--- src/rtl/booth_pkg.sv ---
// rtl/booth_pkg.sv - shared widths, state encoding and helpers for the Booth sequencer
package booth_pkg;

   localparam int OP_W   = 8;
   localparam int PROD_W = 16;
   localparam int MAG_W  = 15;
   localparam int BCD_W  = 20;
   localparam int DISP_W = 21;
   localparam int TIMEOUT_CYCLES_DEF = 1023;

   localparam logic [2:0] S_IDLE      = 3'd0;
   localparam logic [2:0] S_MUL_START = 3'd1;
   localparam logic [2:0] S_MUL_WAIT  = 3'd2;
   localparam logic [2:0] S_BCD_START = 3'd3;
   localparam logic [2:0] S_BCD_WAIT  = 3'd4;
   localparam logic [2:0] S_UPDATE    = 3'd5;

   typedef enum logic [2:0] {
      ST_IDLE      = S_IDLE,
      ST_MUL_START = S_MUL_START,
      ST_MUL_WAIT  = S_MUL_WAIT,
      ST_BCD_START = S_BCD_START,
      ST_BCD_WAIT  = S_BCD_WAIT,
      ST_UPDATE    = S_UPDATE
   } state_e;

   // Product range is -16256..16384, so the magnitude always fits 15 bits.
   function automatic logic [MAG_W-1:0] prod_mag(input logic [PROD_W-1:0] p);
      logic [PROD_W-1:0] n;
      n = p[PROD_W-1] ? (~p + PROD_W'(1)) : p;
      return n[MAG_W-1:0];
   endfunction

endpackage

--- src/rtl/booth_sequencer_wait_timer.sv ---
// rtl/booth_sequencer_wait_timer.sv - wait-state cycle counter with expiry flag
module wait_timer
   import booth_pkg::*;
#(
   parameter int LIMIT = TIMEOUT_CYCLES_DEF
) (
   input  logic i_clk,
   input  logic i_reset,
   input  logic i_clear,
   input  logic i_enable,
   output logic o_expired
);

   localparam int CW = $clog2(LIMIT + 1);

   logic [CW-1:0] r_count;

   // Expiry flags the LIMIT-th enabled cycle, so the caller leaves after exactly LIMIT cycles.
   assign o_expired = i_enable && (r_count == CW'(LIMIT - 1));

   always_ff @(posedge i_clk) begin
      if (i_reset || i_clear)
         r_count <= '0;
      else if (i_enable && !o_expired)
         r_count <= r_count + CW'(1);
   end

endmodule

--- src/rtl/booth_sequencer.sv ---
// rtl/booth_sequencer.sv - sequences Booth multiply, BCD conversion and display update
module booth_sequencer
   import booth_pkg::*;
#(
   parameter int TIMEOUT_CYCLES = TIMEOUT_CYCLES_DEF
) (
   input  logic              clk,
   input  logic              reset,
   input  logic              pb_pulse,
   input  logic [OP_W-1:0]   op_a,
   input  logic [OP_W-1:0]   op_b,
   output logic              mul_start,
   output logic [OP_W-1:0]   mul_a,
   output logic [OP_W-1:0]   mul_b,
   input  logic              mul_done,
   input  logic [PROD_W-1:0] mul_product,
   output logic              bcd_start,
   output logic [MAG_W-1:0]  bcd_bin,
   input  logic              bcd_done,
   input  logic [BCD_W-1:0]  bcd_digits,
   output logic [DISP_W-1:0] disp_code,
   output logic              busy,
   output logic              result_valid,
   output logic              err_timeout
);

   logic [2:0]        r_state;
   logic              r_mul_start;
   logic              r_bcd_start;
   logic              r_result_valid;
   logic              r_busy;
   logic              r_err;
   logic              r_sign;
   logic [OP_W-1:0]   r_mul_a;
   logic [OP_W-1:0]   r_mul_b;
   logic [MAG_W-1:0]  r_bcd_bin;
   logic [DISP_W-1:0] r_disp;
   logic              w_in_wait;
   logic              w_expired;

   assign w_in_wait = (r_state == S_MUL_WAIT) || (r_state == S_BCD_WAIT);

   wait_timer #(.LIMIT(TIMEOUT_CYCLES)) u_wait_timer (
      .i_clk     (clk),
      .i_reset   (reset),
      .i_clear   (!w_in_wait),
      .i_enable  (w_in_wait),
      .o_expired (w_expired)
   );

   always_ff @(posedge clk) begin
      if (reset) begin
         r_state        <= S_IDLE;
         r_mul_start    <= 1'b0;
         r_bcd_start    <= 1'b0;
         r_result_valid <= 1'b0;
         r_busy         <= 1'b0;
         r_err          <= 1'b0;
         r_sign         <= 1'b0;
         r_mul_a        <= '0;
         r_mul_b        <= '0;
         r_bcd_bin      <= '0;
         r_disp         <= '0;
      end else begin
         r_mul_start    <= 1'b0;
         r_bcd_start    <= 1'b0;
         r_result_valid <= 1'b0;
         case (r_state)
            S_IDLE: begin
               if (pb_pulse) begin
                  r_mul_a     <= op_a;
                  r_mul_b     <= op_b;
                  r_err       <= 1'b0;
                  r_mul_start <= 1'b1;
                  r_busy      <= 1'b1;
                  r_state     <= S_MUL_START;
               end
            end
            S_MUL_START: r_state <= S_MUL_WAIT;
            // A done strobe on the expiry cycle is still taken: done is tested first.
            S_MUL_WAIT: begin
               if (mul_done) begin
                  r_sign      <= mul_product[PROD_W-1] && (mul_product != '0);
                  r_bcd_bin   <= prod_mag(mul_product);
                  r_bcd_start <= 1'b1;
                  r_state     <= S_BCD_START;
               end else if (w_expired) begin
                  r_err   <= 1'b1;
                  r_busy  <= 1'b0;
                  r_state <= S_IDLE;
               end
            end
            S_BCD_START: r_state <= S_BCD_WAIT;
            S_BCD_WAIT: begin
               if (bcd_done) begin
                  r_disp         <= {r_sign, bcd_digits};
                  r_result_valid <= 1'b1;
                  r_state        <= S_UPDATE;
               end else if (w_expired) begin
                  r_err   <= 1'b1;
                  r_busy  <= 1'b0;
                  r_state <= S_IDLE;
               end
            end
            S_UPDATE: begin
               r_busy  <= 1'b0;
               r_state <= S_IDLE;
            end
            default: begin
               r_busy  <= 1'b0;
               r_state <= S_IDLE;
            end
         endcase
      end
   end

   assign mul_start    = r_mul_start;
   assign mul_a        = r_mul_a;
   assign mul_b        = r_mul_b;
   assign bcd_start    = r_bcd_start;
   assign bcd_bin      = r_bcd_bin;
   assign disp_code    = r_disp;
   assign busy         = r_busy;
   assign result_valid = r_result_valid;
   assign err_timeout  = r_err;

endmodule

--- config.mk ---
export PLATFORM = sky130hd
export DESIGN_NAME = booth_sequencer
export DESIGN_NICKNAME = d
export VERILOG_FILES = /design/src/rtl/booth_pkg.sv /design/src/rtl/booth_sequencer_wait_timer.sv /design/src/rtl/booth_sequencer.sv
export SDC_FILE = /design/constraint.sdc
export NUM_CORES = 1
export LEC_CHECK = 0
export BUFFER_PORTS_ARGS = -buffer_cell sky130_fd_sc_hd__buf_2
export CAP_MARGIN = 20
export CORE_MARGIN = 8
export CORE_UTILIZATION = 49
export DETAILED_ROUTE_END_ITERATION = 8
export PLACE_DENSITY = 0.82
export SLEW_MARGIN = 20
export SYNTH_ARGS = -nofsm -noshare
export SYNTH_HDL_FRONTEND = slang
export SYNTH_SLANG_ARGS = --single-unit
--- constraint.sdc ---
create_clock -name clk -period 2.32 [get_ports clk]
set_input_delay 0.116 -clock clk [delete_from_list [all_inputs] [get_ports clk]]
set_output_delay 0.116 -clock clk [all_outputs]
set_load 0.03 [all_outputs]
Word-level counts from Yosys, hierarchy flattened
Index checks and enable logic that the tools add are counted.
{"block": "totals", "inputBits": 57, "word_cells": 65, "reg_bits": 71}
{"block": "classes", "addsub": 2, "reduce_logical": 19, "n_eq_ne": 8, "bitwise_logic": 5, "muxes": 19}
{"op": "$reduce_bool A16 Y1", "count": 1}
{"op": "$add A15 B1 Y15 const B", "count": 1}
{"op": "$mux W15", "count": 1}
{"op": "$not A15 Y15", "count": 1}
{"op": "$pmux W3 S5", "count": 1}
{"op": "$mux W3", "count": 4}
{"op": "$mux W1", "count": 11}
{"op": "$add A10 B1 Y10 const B", "count": 1}
{"op": "$eq A10 B10 Y1 const B", "count": 1}
{"op": "$reduce_and A4 Y1", "count": 2}
{"op": "$reduce_or A2 Y1", "count": 4}
{"op": "$eq A3 B2 Y1 const B", "count": 2}
{"op": "$ne A2 B2 Y1 const B", "count": 3}
{"op": "$reduce_and A2 Y1", "count": 3}
{"op": "$not A1 Y1", "count": 4}
{"op": "$pmux W1 S4", "count": 1}
{"op": "$eq A3 B1 Y1 const B", "count": 1}
{"op": "$eq A3 B3 Y1 const B", "count": 1}
{"op": "$logic_and A1 B1 Y1", "count": 3}
{"op": "$logic_not A3 Y1", "count": 1}
{"op": "$pmux W1 S3", "count": 1}
{"op": "$reduce_bool A3 Y1", "count": 1}
{"op": "$logic_not A1 Y1", "count": 2}
{"op": "$logic_or A1 B1 Y1", "count": 2}

Depth between registers and ports, before layout
{"block": "depth", "word_depth": 6, "depth_mapped": 7, "mapped_depth_nobuf": 6}

Cells and area by module
Synthesis repeated with hierarchy kept, for this count alone.
{"block": "unflattened", "hier_cells": 377, "hier_area_um2": 3108.0}
{"module": "booth_sequencer", "cells_each": 309, "seq_area_each_um2": 1221.2, "n_inst": 1, "area_each_um2": 2514.9}
{"module": "wait_timer", "cells_each": 68, "seq_area_each_um2": 200.2, "n_inst": 1, "area_each_um2": 593.1}

Worst setup path before layout
Ideal clock, no wire load.
{"block": "synth_timing", "path_kind": "register -> register", "from": "register r_state[1]", "to": "register u_wait_timer.r_count[6]", "setup_time_ns": 0.118, "arrival_time_ns": 1.493, "path_buffers": 1, "path_slack_ns": 0.709, "path_stages_with_launch": 6, "cell_sequence": "dfxtp_1 -> buf_4 -> xnor2_1 -> or3b_2 -> or3_1 -> mux2i_1"}
{"block": "synth_between", "elab_chain_cells": 5}
{"item": "start, declared", "line_no": "booth_sequencer.sv:27", "text": "logic [2:0] r_state;"}
{"item": "start signal, assigned", "line_no": "booth_sequencer.sv:53", "text": "r_state <= S_IDLE;"}
{"item": "start signal, assigned", "line_no": "booth_sequencer.sv:76", "text": "r_state <= S_MUL_START;"}
{"item": "start signal, assigned", "line_no": "booth_sequencer.sv:79", "text": "S_MUL_START: r_state <= S_MUL_WAIT;"}
{"item": "$eq A3 B2 Y1 / $eq A3 B3 Y1 (equally long branches)", "line_no": "booth_sequencer.sv:41", "text": "assign w_in_wait = (r_state == S_MUL_WAIT) || (r_state == S_BCD_WAIT);"}
{"item": "$logic_or A1 B1 Y1 *", "line_no": "booth_sequencer.sv:41"}
{"item": "$logic_and A1 B1 Y1", "line_no": "booth_sequencer_wait_timer.sv:19", "text": "assign o_expired = i_enable && (r_count == CW'(LIMIT - 1));"}
{"item": "$logic_not A1 Y1", "line_no": "booth_sequencer_wait_timer.sv:24", "text": "else if (i_enable && !o_expired)"}
{"item": "$logic_and A1 B1 Y1", "line_no": "booth_sequencer_wait_timer.sv:24"}
{"item": "end signal, assigned", "line_no": "booth_sequencer_wait_timer.sv:25", "text": "r_count <= r_count + CW'(1);"}
{"item": "end, declared", "line_no": "booth_sequencer_wait_timer.sv:16", "text": "logic [CW-1:0] r_count;"}
Mark *: on every way between the ends. The rest lies on a longest branch, timed or not.
A chain may end at the register's enable or synchronous reset.

Worst setup path after layout
{"block": "layout_timing", "from": "register r_state[2]", "to": "register u_wait_timer.r_count[6]"}
The elaborated chain is that of the path after synthesis.

==> impl_metrics.ini <==
[status]
status = completed

[global_route]
grt_pass1_vias = 2862
antenna_found_initial = 0
grt_max_degree = 41
grtUsageTotal_pct = 17.5
grt_remaining_overflow = 0
grt_first_pass_wirelength_mm = 12.8

[cts]
clk_latency_ns = 0.33
cts-root-buf = clkbuf_8
cts_buffer_depth = 2
clock-sinks = 71
clkTransAtPathRegs_ns = 0.08
h-tree-depth = 3
cts_buffers = 9
cts_tree = yes
cts.repair.resized = 0

[logic_synthesis]
synth_fa_ha_area_share_pct = 1.23
seq_area_frac_synth_pct = 46.6
syn_area_um2 = 3050
synth.most_common_cell = nand2_1
synth_seq_cells = 71
yosysWarnings = 0
ys_types = 44
synthFlopType = dfxtp_1
synth_xor_area_share_pct = 4.02
synthCells = 368
ys_async_sr_fraction_pct = 0
synthesis.nets = 428
synth-compound-area-share_pct = 18.0
synth-simple-area-share_pct = 23.9
muxShareOfSynthArea_pct = 1.64
synth_edf_count = 0
synth_top_family_by_area = simple AND/OR/NAND/NOR gates
synth_top_area_share_pct = 46.6
yosysTopAreaCell = dfxtp_1
yosys-top-cells-count = 83 x nand2_1, 71 x dfxtp_1, 43 x a21oi_1
synth.area.top_cells = dfxtp_1 47%, nand2_1 10%, a21oi_1 7.1%
avgSynthCellArea_um2 = 8.28

[sta]
worst_slew_pin_slew_ns = 0.592
period_share_pct = 84.0
final-setup-viol-count = 0
fin_crit_ns = 1.95
slew_viol_final = 0
whs_ns = 0.0143
grt_setup_unrepaired = no
setup_tns_ns = 0
setup_ws_ns = 0.372
finalClockSkew_ns = 0.00691
fmax_mhz = 513
slew_headroom_pct = 60.4
hold_viol_final = 0

[cells_and_area]
area_growth_pct = 31.2
diodes = 0
finalNetCount = 543
seqCellArea_um2 = 1420
nFillCells = 502
fin_util_pct = 67.1
layout-drive-gt1-share_pct = 29.7
multi_input_area_um2 = 1510

[power]
finalPower_mw = 2.82
power.density_nw_per_um2 = 706
leakagePower_nw = 1.68
ir_drop_uv = 515

[floorplanning]
chipWidth_um = 94.9
chipHeight_um = 94.9
pin_count = 114
core_area_um2 = 5960
die-area_um2 = 9000
num_rows = 28
start_util_pct = 51.2

[run]
cap_violations = 0

[drt]
vias = 2925
drtAntennaViolNets = 0
viasPerCell = 5.20
drc = 0
drt_iter0_drc = 101
routedWlPerCell_um = 14.0
first_pass_iters = 4
wirelength_mm = 7.89

[setup_path]
worstSetupEndpointType = flip-flop
cp.required_ns = 2.54
cp-start-kind = flip-flop
crit_type = reg2reg
rr_worst_depth = 4
worstPathArrival_ns = 2.17
cp_max_fo = 12

[placed_design]
port_buffers = 113
gp_congestion = 0.853
hpwl_mm = 5.68
post-place-ws_ns = 0.419

[min_path]
hp-class = in2reg
min_path_cells = 3
kinds of logic (layout without fill, tap and decap cells):
group                      after synthesis  count (layout)
and+or+nand+nor                        158             158
AOI/OAI and AO/OA                       84              84
DFF                                     71              71
buffers and inverters                   33             153
xor gates and xnor gates                14              14
muxes                                    5               5
adders and majority gates                3               3
worst paths after layout:
path / start / slack [ns] / to
worst max-delay path: r_state[2] / 0.37 / u_wait_timer.r_count[6]
worst min-delay path: op_a[7] / 0.01 / mul_a[7]
worst min register to register: mul_b[0] / 0.45 / mul_b[0]
worst max register to register: r_state[2] / 0.37 / u_wait_timer.r_count[6]
registers in the layout (all words and copies together), names as in the netlist, 3 cells and up:
register              count
disp_code                21
r_state                   3
u_wait_timer.r_count     10
mul_b                     8
mul_a                     8
bcd_bin                  15
metrics by stage:
stage               area, µm²  std cells
CTS                      4000        563
global route             4000        563
global placement         3660        536
detailed placement       3660        536
floorplan                3050        368
finish                   4000        563
per-layer routing:
metal	wire, µm	global-route usage (%)	up-vias
li1	-	-	1506
met1	3250	19.8	1317
met2	3800	29.1	92
met3	737	6.03	10
met4	97	7.67	0
met5	0	0	-
repair_timing:
item | in CTS | in global routing
hold buffers | 11 | 0
hold endpoints to repair | 11 | 0
buffers inserted | 0 | 0
worst max-delay path: stages, from the launching register on:
cell and delay, ns:
dfxtp_1 0.61, xnor2_1 0.24, or3b_2 0.51, or3_1 0.35, mux2i_1 0.13
placed cells by master, fill, tap and decap left out, types with 7 or more instances in the layout:
cell type,synthesis,layout
a211oi_1,16,16
a21oi_1,43,43
buf_2,4,113
clkbuf_8,0,10
dfxtp_1,71,71
dlygate4sd3_1,0,11
inv_1,7,7
nand2_1,83,83
nand2b_1,7,7
nand3_1,7,7
nor2_1,22,22
nor3_1,9,9
or3_1,9,9
xor2_1,11,11
where the power goes:
part	total, mW	internal (mW)	switching (mW)
combinational	0.412	0.153	0.258
sequential	1.30	1.27	0.0355
clock	1.11	0.640	0.468
layout make-up:
cell class / count / share of cell area (%)
Clock inverter: 6 / 2.28
Timing Repair Buffer: 130 / 18.0
Clock buffer: 10 / 3.44
Multi-Input combinational cell: 264 / 37.7
Inverter: 7 / 0.657
Tap cell: 75 / 2.35
Sequential cell: 71 / 35.6
Power figures use the tool's default switching activity.
